File: src/rtl/instr_emitter.sv
// ---------------------------------------------------------------------------
// instr_emitter
//
// Purpose:
//   Expands high-level commands (load 8-bit immediate, register move, math
//   op, function call) into one to three 9-bit instruction words in the
//   9-bit CPU's ISA encoding. Words are emitted one per handshake on a
//   valid/ready output stream. Illegal commands emit no words and produce
//   a one-cycle cmd_err pulse instead.
//
// Ports:
//   clk        in   clock
//   reset      in   synchronous active-high reset
//   cmd_valid  in   command present
//   cmd_ready  out  emitter idle and able to accept a command
//   cmd_type   in   0 LOADIMM, 1 MOVE, 2 MATH, 3 FUNC
//   cmd_dst    in   destination register code (MATH: bit 0 selects r/s)
//   cmd_src    in   source register / math code / function code
//   cmd_imm    in   8-bit immediate for LOADIMM
//   ins_valid  out  ins_word is valid
//   ins_ready  in   consumer accepts the current word
//   ins_word   out  {opcode[4:0], operand[3:0]}
//   ins_last   out  final word of the current command's expansion
//   cmd_err    out  one-cycle pulse: accepted command was illegal
//   word_cnt   out  count of handed-off words, wraps modulo 2^CNT_W
// ---------------------------------------------------------------------------
module instr_emitter #(
  parameter int CNT_W = 8
) (
  input  logic             clk,
  input  logic             reset,
  input  logic             cmd_valid,
  output logic             cmd_ready,
  input  logic [1:0]       cmd_type,
  input  logic [3:0]       cmd_dst,
  input  logic [3:0]       cmd_src,
  input  logic [7:0]       cmd_imm,
  output logic             ins_valid,
  input  logic             ins_ready,
  output logic [8:0]       ins_word,
  output logic             ins_last,
  output logic             cmd_err,
  output logic [CNT_W-1:0] word_cnt
);

  typedef enum logic [2:0] {
    IDLE,
    W0,
    W1,
    W2,
    ERR
  } state_t;

  typedef enum logic [1:0] {
    CMD_LOADIMM = 2'd0,
    CMD_MOVE    = 2'd1,
    CMD_MATH    = 2'd2,
    CMD_FUNC    = 2'd3
  } cmd_t;

  localparam logic [3:0] REG_R = 4'd0;
  localparam logic [3:0] REG_S = 4'd1;

  localparam logic [4:0] OP_VALL = 5'b00000;
  localparam logic [4:0] OP_VALH = 5'b00001;
  localparam logic [3:0] OP_MTH  = 4'b1101;
  localparam logic [4:0] OP_FUNC = 5'b11111;

  state_t     state;
  state_t     state_next;

  cmd_t       lat_type;
  logic [3:0] lat_dst;
  logic [3:0] lat_src;
  logic [7:0] lat_imm;

  logic       accept;
  logic       cmd_legal;
  logic       handshake;

  logic [8:0] word0;
  logic [8:0] word1;
  logic [8:0] word2;
  logic [1:0] last_idx;

  assign accept    = (state == IDLE) && cmd_valid;
  assign handshake = ins_valid && ins_ready;

  // Only register moves into r/s and an immediate load into s are illegal;
  // r and s are the implicit operands of the load/math instructions.
  always_comb begin
    cmd_legal = 1'b1;
    case (cmd_t'(cmd_type))
      CMD_LOADIMM: cmd_legal = (cmd_dst != REG_S);
      CMD_MOVE:    cmd_legal = (cmd_dst != REG_R) && (cmd_dst != REG_S);
      default:     cmd_legal = 1'b1;
    endcase
  end

  // Command fields are captured once at acceptance so that later activity on
  // the command port cannot disturb an expansion already in progress.
  always_ff @(posedge clk) begin
    if (reset) begin
      lat_type <= CMD_LOADIMM;
      lat_dst  <= 4'd0;
      lat_src  <= 4'd0;
      lat_imm  <= 8'd0;
    end else if (accept) begin
      lat_type <= cmd_t'(cmd_type);
      lat_dst  <= cmd_dst;
      lat_src  <= cmd_src;
      lat_imm  <= cmd_imm;
    end
  end

  // Expansion of the latched command into its word sequence. last_idx is
  // the index of the final word; a LOADIMM to a register other than r needs
  // a trailing move out of r, which is why r gets clobbered.
  always_comb begin
    word0    = 9'd0;
    word1    = 9'd0;
    word2    = 9'd0;
    last_idx = 2'd0;
    case (lat_type)
      CMD_LOADIMM: begin
        word0    = {OP_VALL, lat_imm[3:0]};
        word1    = {OP_VALH, lat_imm[7:4]};
        word2    = {1'b0, lat_dst, REG_R};
        last_idx = (lat_dst == REG_R) ? 2'd1 : 2'd2;
      end
      CMD_MOVE: begin
        word0 = {1'b0, lat_dst, lat_src};
      end
      CMD_MATH: begin
        word0 = {OP_MTH, lat_dst[0], lat_src};
      end
      CMD_FUNC: begin
        word0 = {OP_FUNC, lat_src};
      end
      default: begin
        word0 = 9'd0;
      end
    endcase
  end

  // State register.
  always_ff @(posedge clk) begin
    if (reset) begin
      state <= IDLE;
    end else begin
      state <= state_next;
    end
  end

  // Next-state logic: a word state only advances on a consumer handshake,
  // which is what keeps ins_word/ins_last stable during backpressure.
  always_comb begin
    state_next = state;
    case (state)
      IDLE: begin
        if (cmd_valid) begin
          state_next = cmd_legal ? W0 : ERR;
        end
      end
      W0: begin
        if (ins_ready) begin
          state_next = (last_idx == 2'd0) ? IDLE : W1;
        end
      end
      W1: begin
        if (ins_ready) begin
          state_next = (last_idx == 2'd1) ? IDLE : W2;
        end
      end
      W2: begin
        if (ins_ready) begin
          state_next = IDLE;
        end
      end
      ERR: begin
        state_next = IDLE;
      end
      default: begin
        state_next = IDLE;
      end
    endcase
  end

  // Output decode purely from registered state and latched fields, so no
  // combinational path exists from the input ports to any output.
  always_comb begin
    cmd_ready = 1'b0;
    ins_valid = 1'b0;
    ins_word  = 9'd0;
    ins_last  = 1'b0;
    cmd_err   = 1'b0;
    case (state)
      IDLE: begin
        cmd_ready = 1'b1;
      end
      W0: begin
        ins_valid = 1'b1;
        ins_word  = word0;
        ins_last  = (last_idx == 2'd0);
      end
      W1: begin
        ins_valid = 1'b1;
        ins_word  = word1;
        ins_last  = (last_idx == 2'd1);
      end
      W2: begin
        ins_valid = 1'b1;
        ins_word  = word2;
        ins_last  = 1'b1;
      end
      ERR: begin
        cmd_err = 1'b1;
      end
      default: begin
        cmd_ready = 1'b0;
      end
    endcase
  end

  // Handed-off word counter; wraps naturally at 2^CNT_W.
  always_ff @(posedge clk) begin
    if (reset) begin
      word_cnt <= '0;
    end else if (handshake) begin
      word_cnt <= word_cnt + {{(CNT_W-1){1'b0}}, 1'b1};
    end
  end

endmodule
File: config.mk
export PLATFORM = sky130hd
export DESIGN_NAME = instr_emitter
export DESIGN_NICKNAME = d
export VERILOG_FILES = /design/src/rtl/instr_emitter.sv
export SDC_FILE = /design/constraint.sdc
export NUM_CORES = 1
export LEC_CHECK = 0
export ABC_AREA = 1
export CAP_MARGIN = 20
export CORE_AREA = 2 2 77 64
export CTS_CLUSTER_SIZE = 10
export DETAILED_ROUTE_END_ITERATION = 12
export DIE_AREA = 0 0 79 66
export PLACE_DENSITY = 0.69
export SLEW_MARGIN = 20
export SYNTH_ARGS = -nofsm -noshare
export SYNTH_HDL_FRONTEND = slang
export SYNTH_SLANG_ARGS = --single-unit
export TNS_END_PERCENT = 1
File: constraint.sdc
create_clock -name clk -period 1.85 [get_ports clk]
set_input_delay 0.37 -clock clk [delete_from_list [all_inputs] [get_ports clk]]
set_output_delay 0.37 -clock clk [all_outputs]
set_load 0.02 [all_outputs]
## After elaboration in Yosys (flattened, before gate mapping)

Cells that the tools add are included.

| word-level totals | value |
|---|---|
| bits in registers | 29 |
| input bits | 22 |
| word-level logic and storage cells | 51 |

| cells by class | value |
|---|---|
| add/subtract/negate cells | 1 |
| equality and inequality tests | 14 |
| mux-type cells | 19 |
| reduce and logical (&&, ||, !) cells | 11 |

Operators with widths:

| cell | count |
|---|---|
| $pmux 9 s4 | 1 |
| $pmux 9 s3 | 1 |
| $mux 3 | 5 |
| $pmux 3 s4 | 1 |
| $add 8x1->8 const B | 1 |
| $mux 2 | 4 |
| $mux 8 | 1 |
| $ne 2x2->1 const B | 4 |
| $eq 2x1->1 const B | 3 |
| $eq 3x2->1 const B | 2 |
| $logic_not 2->1 | 3 |
| $mux 5 | 1 |
| $eq 2x2->1 const B | 2 |
| $logic_not 4->1 | 1 |
| $ne 4x1->1 const B | 1 |
| $reduce_and 4->1 | 1 |
| $reduce_bool 4->1 | 1 |
| $eq 3x1->1 const B | 1 |
| $eq 3x3->1 const B | 1 |
| $logic_and 1x1->1 | 3 |
| $logic_not 3->1 | 1 |
| $mux 1 | 3 |
| $pmux 1 s3 | 1 |
| $reduce_or 3->1 | 1 |
| $pmux 1 s2 | 1 |

## Longest topological paths before layout

Gate-level depths: netlist of run 1.

| logic depth | value |
|---|---|
| word-level depth | 7 |
| depth in mapped cells | 8 |

## Worst setup path before layout of run 1

OpenSTA, ideal clock, no wires.

| path | value |
|---|---|
| path kind | reg2out |
| start point | reg state[2] |
| end point | out ins_word[6] |
| data arrival time | 1.371 ns |
| data required time | 1.480 ns |
| setup slack | 0.109 ns |
| stages on the path, launching flop included | 6 |
| path through | dfxtp_1 inv_2 nand3_2 nor2_2 nand2_1 a21oi_1 |

| between the ends | value |
|---|---|
| word-level cells in the longest chain between the ends | 2 |

RTL lines:

| item | RTL line | source |
|---|---|---|
| start, declared | 69 | `state_t state;` |
| start signal, assigned | 151 | `state <= state_next;` |
| $eq 3x2->1 or $eq 3x1->1 (tied branches) | 197 | `case (state)` |
| $pmux 9 s3 (*) | 197 |  |
| end, declared | 40 | `output logic [8:0] ins_word,` |

Mark *: on every way between the ends. The rest lies on a longest branch, timed or not.

## Final worst setup path of run 1

| path | value |
|---|---|
| start point | reg state[1] |
| end point | out ins_word[2] |

The elaborated chain is that of the path after synthesis.

==> results of run 1 <==
[worst paths after layout]
kind	startpoint	to	slack (ns)	depth (start not counted)
max	state[1]$_SDFFE_PP0P_	ins_word[2]	0.005	7
min reg2reg	lat_imm[6]$_SDFFE_PP0P_	lat_imm[6]$_SDFFE_PP0P_	0.46	2
max reg2reg	state[1]$_SDFFE_PP0P_	lat_dst[3]$_SDFFE_PP0P_	0.30	8
min	lat_imm[6]$_SDFFE_PP0P_	lat_imm[6]$_SDFFE_PP0P_	0.46	2
[per-stage QoR]
stage                     instance area (µm²)  setup slack [ns]  hold WS [ns]
after CTS                                2170           -0.0792         0.465
after global routing                     2210           -0.0731         0.489
after floorplan                          1500             0.109         0.430
after global placement                   2080            -0.130         0.451
after detailed placement                 2080            -0.161         0.455
final                                    2210           0.00506         0.462
[cell type report]
type / count / area share (%)
Clock inverter: 1 / 1.36
Timing Repair Buffer: 60 / 24.2
Multi-Input combinational cell: 147 / 35.6
Sequential cell: 29 / 26.4
Inverter: 30 / 5.10
Clock buffer: 7 / 3.91
Tap cell: 60 / 3.40
[metal layers]
metal / vias up / global-route usage [%]
met4: 0 / 6.25
met3: 5 / 4.10
met2: 40 / 25.2
li1: 806 / -
met5: - / 0
met1: 684 / 21.0
[cells in the mapped netlist, types with 2 or more instances]
| library cell | number |
|---|---|
| sky130_fd_sc_hd__buf_2 | 2 |
| sky130_fd_sc_hd__nor2_1 | 13 |
| sky130_fd_sc_hd__o211ai_1 | 4 |
| sky130_fd_sc_hd__nand3_1 | 16 |
| sky130_fd_sc_hd__dfxtp_1 | 29 |
| sky130_fd_sc_hd__inv_2 | 4 |
| sky130_fd_sc_hd__nor3_1 | 2 |
| sky130_fd_sc_hd__o21ai_1 | 3 |
| sky130_fd_sc_hd__nor2_4 | 3 |
| sky130_fd_sc_hd__nand2_4 | 2 |
| sky130_fd_sc_hd__nor2_2 | 6 |
| sky130_fd_sc_hd__nand2_1 | 48 |
| sky130_fd_sc_hd__a21oi_1 | 29 |
| sky130_fd_sc_hd__o21ai_0 | 9 |
| sky130_fd_sc_hd__nand2_2 | 3 |
| sky130_fd_sc_hd__inv_1 | 25 |
[cells by family after synthesis]
kind of cell	after synthesis	synth area share, %
fa+ha+maj	1	0.835
flops	29	38.7
buf+inv	37	10.3
compound gates	48	17.7
xor+xnor	1	0.584
simple gates	97	31.9
[flip-flops by register name, indices dropped and copies added, names as in the netlist]
signal and flops:
lat_imm 8, word_cnt 8, lat_dst 4, lat_src 4
state 3, lat_type 2
[power by group through the flow]
stage / Combinational, mW / Sequential (mW) / Clock, mW
floorplan: 0.431 / 0.758 / 0
detailed placement: 0.726 / 0.750 / 0
CTS: 0.711 / 0.737 / 0.702
finish: 0.742 / 0.742 / 0.688
global placement: 0.718 / 0.749 / 0
global route: 0.809 / 0.750 / 0.726
[worst max-delay path: cells and delay by family (launching register included)]
kind / cells / cell delay, ns
flops: 1 / 0.34
compound gates: 1 / 0.12
simple gates: 3 / 0.34
buf+inv: 3 / 0.39
[timing repair]
action                     in CTS  in global routing
resized for setup              43                 13
pin swaps                       0                  1
buffers inserted                0                  1
hold buffers                    0                  0
setup endpoints to repair      13                  9
==> impl_metrics.sql, run 1 <==
INSERT INTO impl_metrics (metric_group, metric, value, unit) VALUES
('run', 'max_cap_violations', '0', ''),
('clock_tree', 'cts_clock_pin_slew_for_the_worst_setup_and_hold_paths', '0.07', 'ns'),
('global_route', 'first_global_vias', '1449', ''),
('cells_and_area', 'layout-area-overhead-vs-synth', '47.4', '%'),
('clock_tree', 'cts_tree', 'built', ''),
('timing', 'clock.fmax', '542', 'MHz'),
('die', 'die-width', '79', 'µm'),
('status', 'status', 'finished, final reports clean', ''),
('cells_and_area', 'postLayoutCoreUtil', '49.6', '%'),
('synthesis', 'synthesis_warning_total', '0', ''),
('route', 'detail_route.vias_per_cell', '4.60', ''),
('route', 'detailedRoute.firstIterationViolations', '66', ''),
('die', 'floorplan.io_pins', '43', ''),
('timing', 'timing.final.setup_violations', '0', ''),
('synthesis', 'postSynthAreaPerCell', '7.04', 'µm²'),
('die', 'floorplan.die.height', '66', 'µm'),
('die', 'floorplan.rows', '22', ''),
('placed_design', 'gp_congestion', '0.813', ''),
('synthesis', 'synth_enable_flop_cells', '0', ''),
('die', 'core', '4460', 'µm²'),
('critical_path', 'critical_path.slowest_cell', 'sky130_fd_sc_hd__dfxtp_2', ''),
('pwr', 'switching_pwr', '728', 'µW'),
('pwr', 'total_leakage_power', '0.901', 'nW'),
('synthesis', 'syn-cell-area', '1500', 'µm²'),
('pwr', 'pwr-share-clk', '31.7', '%'),
('timing', 'final_number_of_max_transition_violations', '0', ''),
('pwr', 'switching_share', '33.5', '%'),
('worst_hold_path', 'hold_path.class', 'reg -> reg', ''),
('route', 'drt_pass1_iterations', '4', ''),
('synthesis', 'synth_top_cell_by_area', 'sky130_fd_sc_hd__dfxtp_1', ''),
('pwr', 'power.density_cell_area', '983', 'nW/µm²'),
('cells_and_area', 'post_route_cells_drive_above_1_share', '22.6', '%'),
('global_route', 'grt_antenna_before_repair', '0', ''),
('cells_and_area', 'multi_input_comb_area', '787', 'µm²'),
('synthesis', 'seq_area_frac_synth', '38.7', '%'),
('critical_path', 'worst_setup_path_start_kind', 'flip-flop', ''),
('timing', 'post_route_fraction_of_the_period_consumed_by_the_critical_path', '99.7', '%'),
('route', 'ant_nets', '0', ''),
('critical_path', 'path_max_fanout', '4', ''),
('route', 'wire_per_inst', '12.1', 'µm'),
('clock_tree', 'clk_latency', '0.28', 'ns'),
('synthesis', 'synth.ff_latch_count', '29', ''),
('critical_path', 'critPathKind', 'reg -> out', ''),
('cells_and_area', 'finish.cell_count_without_fillers', '334', ''),
('timing', 'maxSlewHeadroom', '73.0', '%'),
('clock_tree', 'cts_root_buffer', 'sky130_fd_sc_hd__clkbuf_8', ''),
('route', 'met3_length', '200', 'µm'),
('critical_path', 'crit_required', '1.48', 'ns'),
('global_route', 'grt_first_pass_wirelength', '6.53', 'mm'),
('pwr', 'sequential_power_share', '34.2', '%'),
('global_route', 'total_global_route_track_usage', '16.0', '%'),
('synthesis', 'synth_fp_nets', '236', ''),
('cells_and_area', 'final_net_count', '296', ''),
('pwr', 'share_of_power_burned_in_combinational_logic', '34.2', '%'),
('cells_and_area', 'num-fill-cells', '435', ''),
('clock_tree', 'cts.sink_count', '29', ''),
('synthesis', 'synth_top_flop_cell', 'sky130_fd_sc_hd__dfxtp_1', ''),
('critical_path', 'cp_data_arrival_time', '1.47', 'ns'),
('pwr', 'vdd_drop_max', '441', 'µV'),
('pwr', 'p_total', '2.17', 'mW'),
('route', 'met1_length', '1.98', 'mm'),
('synthesis', 'syn-instance-count', '213', ''),
('placed_design', 'dp_cells', '325', ''),
('synthesis', 'async_set_or_reset_flop_fraction_in_the_synthesized_netlist', '0', '%'),
('route', 'highest_layer', 'met4', ''),
('route', 'remaining_drc_errors', '0', ''),
('route', 'vias', '1535', ''),
('die', 'start_util', '33.6', '%'),
('timing', 'finalSetupTns', '0', 'ns'),
('timing', 'fin_skew', '0.00558', 'ns'),
('placed_design', 'dpl.hpwl', '2.90', 'mm');
Power figures use the tool's default switching activity.
==> inputs of run 2 (changes only) <==
--- a/config.mk
+++ b/config.mk
@@ -8,6 +8,7 @@
 export ABC_AREA = 1
 export CAP_MARGIN = 20
 export CORE_AREA = 2 2 77 64
+export CTS_CLUSTER_DIAMETER = 80
 export CTS_CLUSTER_SIZE = 10
 export DETAILED_ROUTE_END_ITERATION = 12
 export DIE_AREA = 0 0 79 66
==> results of run 2 <==
Same layout as run 1: the final DEF is identical, and so are final timing and power.
==> inputs of run 3 (changes only) <==
--- a/config.mk
+++ b/config.mk
@@ -12,7 +12,7 @@
 export CTS_CLUSTER_SIZE = 10
 export DETAILED_ROUTE_END_ITERATION = 12
 export DIE_AREA = 0 0 79 66
-export PLACE_DENSITY = 0.69
+export PLACE_DENSITY = 0.71
 export SLEW_MARGIN = 20
 export SYNTH_ARGS = -nofsm -noshare
 export SYNTH_HDL_FRONTEND = slang
==> constraint.sdc (replaced) <==
create_clock -name clk -period 1.6 [get_ports clk]
set_input_delay 0.32 -clock clk [delete_from_list [all_inputs] [get_ports clk]]
set_output_delay 0.32 -clock clk [all_outputs]
set_load 0.02 [all_outputs]
==> run 3 against run 2 <==
  * The flow now finishes with violations (setup timing)
  * Sequential share of layout area decreased by 1.1 points
  * Sequential power increased by 17%
  * Power increased by 21%
  * Worst setup slack got worse by 0.12 ns
  * Via count increased by 3.2%
  * Wire length increased by 4.1%
  * Non-clock buffer count increased by 11
  * Final cell count increased by 3.3%
  * First-iteration DRC count increased by 9.1%
  * Design area increased by 5.1%
  * Die area unchanged
  * Critical endpoint is now ins_word[4]
  * Largest cell class unchanged
==> impl_metrics.sql, run 3 (synthesis gave the netlist of run 1 again) <==
INSERT INTO impl_metrics (metric_group, metric, value, unit) VALUES
('clock_tree', 'cts.sink_count', '29', ''),
('route', 'detailedRoute.firstIterationViolations', '72', ''),
('cells_and_area', 'final_net_count', '307', ''),
('timing', 'post_route_fraction_of_the_period_consumed_by_the_critical_path', '107', '%'),
('die', 'start_util', '33.6', '%'),
('route', 'detail_route.vias_per_cell', '4.59', ''),
('timing', 'fin_skew', '0.00203', 'ns'),
('global_route', 'grt_antenna_before_repair', '0', ''),
('die', 'floorplan.io_pins', '43', ''),
('die', 'floorplan.rows', '22', ''),
('critical_path', 'cp_data_arrival_time', '1.40', 'ns'),
('timing', 'tightest_pin_transition', '0.397', 'ns'),
('critical_path', 'worst_setup_path_startpoint', 'lat_type[1]$_SDFFE_PP0P_', ''),
('critical_path', 'worst_setup_path_start_kind', 'flip-flop', ''),
('die', 'die-width', '79', 'µm'),
('route', 'wire_per_inst', '12.1', 'µm'),
('pwr', 'vdd_drop_max', '579', 'µV'),
('critical_path', 'worst-r2r-setup-slack', '0.07', 'ns'),
('clock_tree', 'cts_max_path_buffers', '2', ''),
('timing', 'final_number_of_max_transition_violations', '0', ''),
('critical_path', 'crit_required', '1.28', 'ns'),
('die', 'floorplan.die.height', '66', 'µm'),
('timing', 'period_minus_slack', '1.72', 'ns'),
('route', 'ant_nets', '0', ''),
('cells_and_area', 'layout-area-overhead-vs-synth', '54.9', '%'),
('timing', 'setup_slack', '-0.120', 'ns'),
('clock_tree', 'h-tree-depth', '2', ''),
('critical_path', 'setup.worst_path.end_class', 'output port', ''),
('route', 'remaining_drc_errors', '0', ''),
('pwr', 'total_leakage_power', '1.02', 'nW'),
('critical_path', 'cp.buffers_inverters', '2', ''),
('timing', 'rsz0062_at_grt', 'yes', ''),
('critical_path', 'critical_path.slowest_cell', 'sky130_fd_sc_hd__dfxtp_2', ''),
('global_route', 'first_global_vias', '1514', ''),
('timing', 'clock.fmax', '582', 'MHz'),
('route', 'drt_pass1_iterations', '5', ''),
('critical_path', 'critPathKind', 'reg -> out', ''),
('cells_and_area', 'num-fill-cells', '472', ''),
('die', 'fp.dieArea', '5210', 'µm²'),
('pwr', 'power.density_cell_area', '1140', 'nW/µm²'),
('placed_design', 'dpl.hpwl', '2.98', 'mm'),
('timing', 'total_count_of_hold_check_failures_in_the_final_report', '0', ''),
('placed_design', 'dp_cells', '334', ''),
('cells_and_area', 'layout_top_registers', 'lat_imm: 8 flops, word_cnt: 8 flops', ''),
('critical_path', 'worstSetupPathDepth', '6', ''),
('clock_tree', 'cts_clock_pin_slew_for_the_worst_setup_and_hold_paths', '0.06', 'ns'),
('clock_tree', 'numCtsBuffers', '5', ''),
('critical_path', 'capture_instance_of_the_worst_register_to_register_path', 'lat_type[1]$_SDFFE_PP0P_', ''),
('route', 'vias', '1584', ''),
('critical_path', 'r2r_cells', '8', ''),
('placed_design', 'gp_congestion', '0.836', ''),
('critical_path', 'most_common_cell_on_crit_path', 'sky130_fd_sc_hd__nor2_4', ''),
('cells_and_area', 'antenna_cells', '0', ''),
('route', 'wl', '4.19', 'mm'),
('cells_and_area', 'leading_cell_types_in_the_layout_fill_and_taps_excluded', 'sky130_fd_sc_hd__nand2_1, sky130_fd_sc_hd__buf_4, sky130_fd_sc_hd__a21oi_1', ''),
('clock_tree', 'cts_tree', 'built', ''),
('global_route', 'total_global_route_track_usage', '16.5', '%'),
('critical_path', 'crit_path_end', 'ins_word[4]', ''),
('critical_path', 'path_max_fanout', '4', ''),
('global_route', 'pin_count_of_the_biggest_net_entering_global_routing', '20', ''),
('clock_tree', 'cts_hold_repair_buffers', '0', ''),
('cells_and_area', 'finish.cell_count_without_fillers', '345', ''),
('cells_and_area', 'post_route_cells_drive_above_1_share', '29.8', '%'),
('global_route', 'grt_first_pass_wirelength', '6.71', 'mm'),
('status', 'status', 'finished with violations', ''),
('timing', 'timing.final.setup_violations', '9', ''),
('critical_path', 'timing.critical_path.max_delay_family', 'simple AND/OR/NAND/NOR gates', ''),
('critical_path', 'crit_path_cell_trace', 'nor2_4, inv_2, nor2_2, nor2_4, o211ai_2, buf_6', ''),
('die', 'core', '4460', 'µm²'),
('critical_path', 'critical-path-max-stage-delay', '0.34', 'ns'),
('critical_path', 'r2r-start', 'state[1]$_SDFFE_PP0P_', ''),
('placed_design', 'portBuffers', '42', ''),
('clock_tree', 'clk_latency', '0.28', 'ns'),
('cells_and_area', 'layout.cells.most_common', 'sky130_fd_sc_hd__nand2_1', ''),
('clock_tree', 'cts_root_buffer', 'sky130_fd_sc_hd__clkbuf_8', ''),
('timing', 'maxSlewHeadroom', '73.5', '%'),
('worst_hold_path', 'hold_path.class', 'reg -> reg', ''),
('run', 'max_cap_violations', '0', ''),
('pwr', 'p_total', '2.64', 'mW'),
('status', 'violations_in_the_final_reports', 'setup timing', ''),
('global_route', 'grt-ovfl-total', '0', '');
==> run 3: cell types whose count changed in the layout (fill, tap and decap cells not counted), moves of 2 or more <==
cell and delta:
sky130_fd_sc_hd__buf_4 +14, sky130_fd_sc_hd__a21oi_1 -3, sky130_fd_sc_hd__dfxtp_2 +3, sky130_fd_sc_hd__dlymetal6s2s_1 +2, sky130_fd_sc_hd__nor2_4 +3, sky130_fd_sc_hd__clkdlybuf4s50_1 -8, sky130_fd_sc_hd__dfxtp_1 -3, sky130_fd_sc_hd__dlygate4sd2_1 +3
sky130_fd_sc_hd__a21oi_2 +3, sky130_fd_sc_hd__nor2_2 -3
==> run 3: tightest hold or removal path, delay by kind of cell, from the launching register on <==
family	cells	cell delay, ns
flops	1	0.31
simple gates	1	0.06
compound gates	1	0.05
==> run 3: cell type report <==
type,instances,area [µm²],share of cell area [%]
clock buffer,7,86.3,3.72
clock inverter,1,30.0,1.29
inverter,30,115,4.96
multi-input combinational,147,826,35.6
sequential,29,587,25.3
tap,60,75.1,3.23
timing repair buffer,71,603,26.0
==> run 3: what timing repair did <==
| action | CTS | global route |
|---|---|---|
| resized for setup | 68 | 22 |
| buffers inserted | 3 | 0 |
| pin swaps | 2 | 5 |
| setup endpoints to repair | 19 | 15 |
==> run 3: layer usage <==
| metal | global-route usage, % | wire (µm) |
|---|---|---|
| met3 | 4.78 | 232 |
| met5 | 0 | 0 |
| met2 | 27.3 | 1940 |
| met1 | 20.7 | 1990 |
| met4 | 5.17 | 36 |
==> run 3: worst min path at each step <==
stage	slack (ns)	from	end	cells past startpoint
after floorplan	0.43	lat_imm[0]$_SDFFE_PP0P_	lat_imm[0]$_SDFFE_PP0P_	2
after global placement	0.45	lat_imm[6]$_SDFFE_PP0P_	lat_imm[6]$_SDFFE_PP0P_	2
after detailed placement	0.45	lat_src[2]$_SDFFE_PP0P_	lat_src[2]$_SDFFE_PP0P_	2
after CTS	0.46	lat_src[2]$_SDFFE_PP0P_	lat_src[2]$_SDFFE_PP0P_	2
after global routing	0.49	lat_src[3]$_SDFFE_PP0P_	lat_src[3]$_SDFFE_PP0P_	2
final	0.46	lat_src[2]$_SDFFE_PP0P_	lat_src[2]$_SDFFE_PP0P_	2
==> run 3: stage by stage <==
stage                     util, %  worst slack [ns]  instance area [µm²]  hold slack, ns  TNS (ns)
final                        52.1            -0.120                 2320           0.460    -0.838
after global routing         52.1            -0.179                 2320           0.486     -1.43
after CTS                    51.3            -0.123                 2290           0.462    -0.856
after detailed placement     48.3            -0.365                 2150           0.452     -3.32
after global placement       48.3            -0.336                 2150           0.450     -2.84
after floorplan                 -           -0.0655                 1500           0.430    -0.137
==> run 3: where the power goes <==
part           internal, mW  switching, mW  total (mW)
Sequential            0.810         0.0554       0.866
Combinational         0.436          0.550       0.986
Clock                 0.507          0.279       0.786
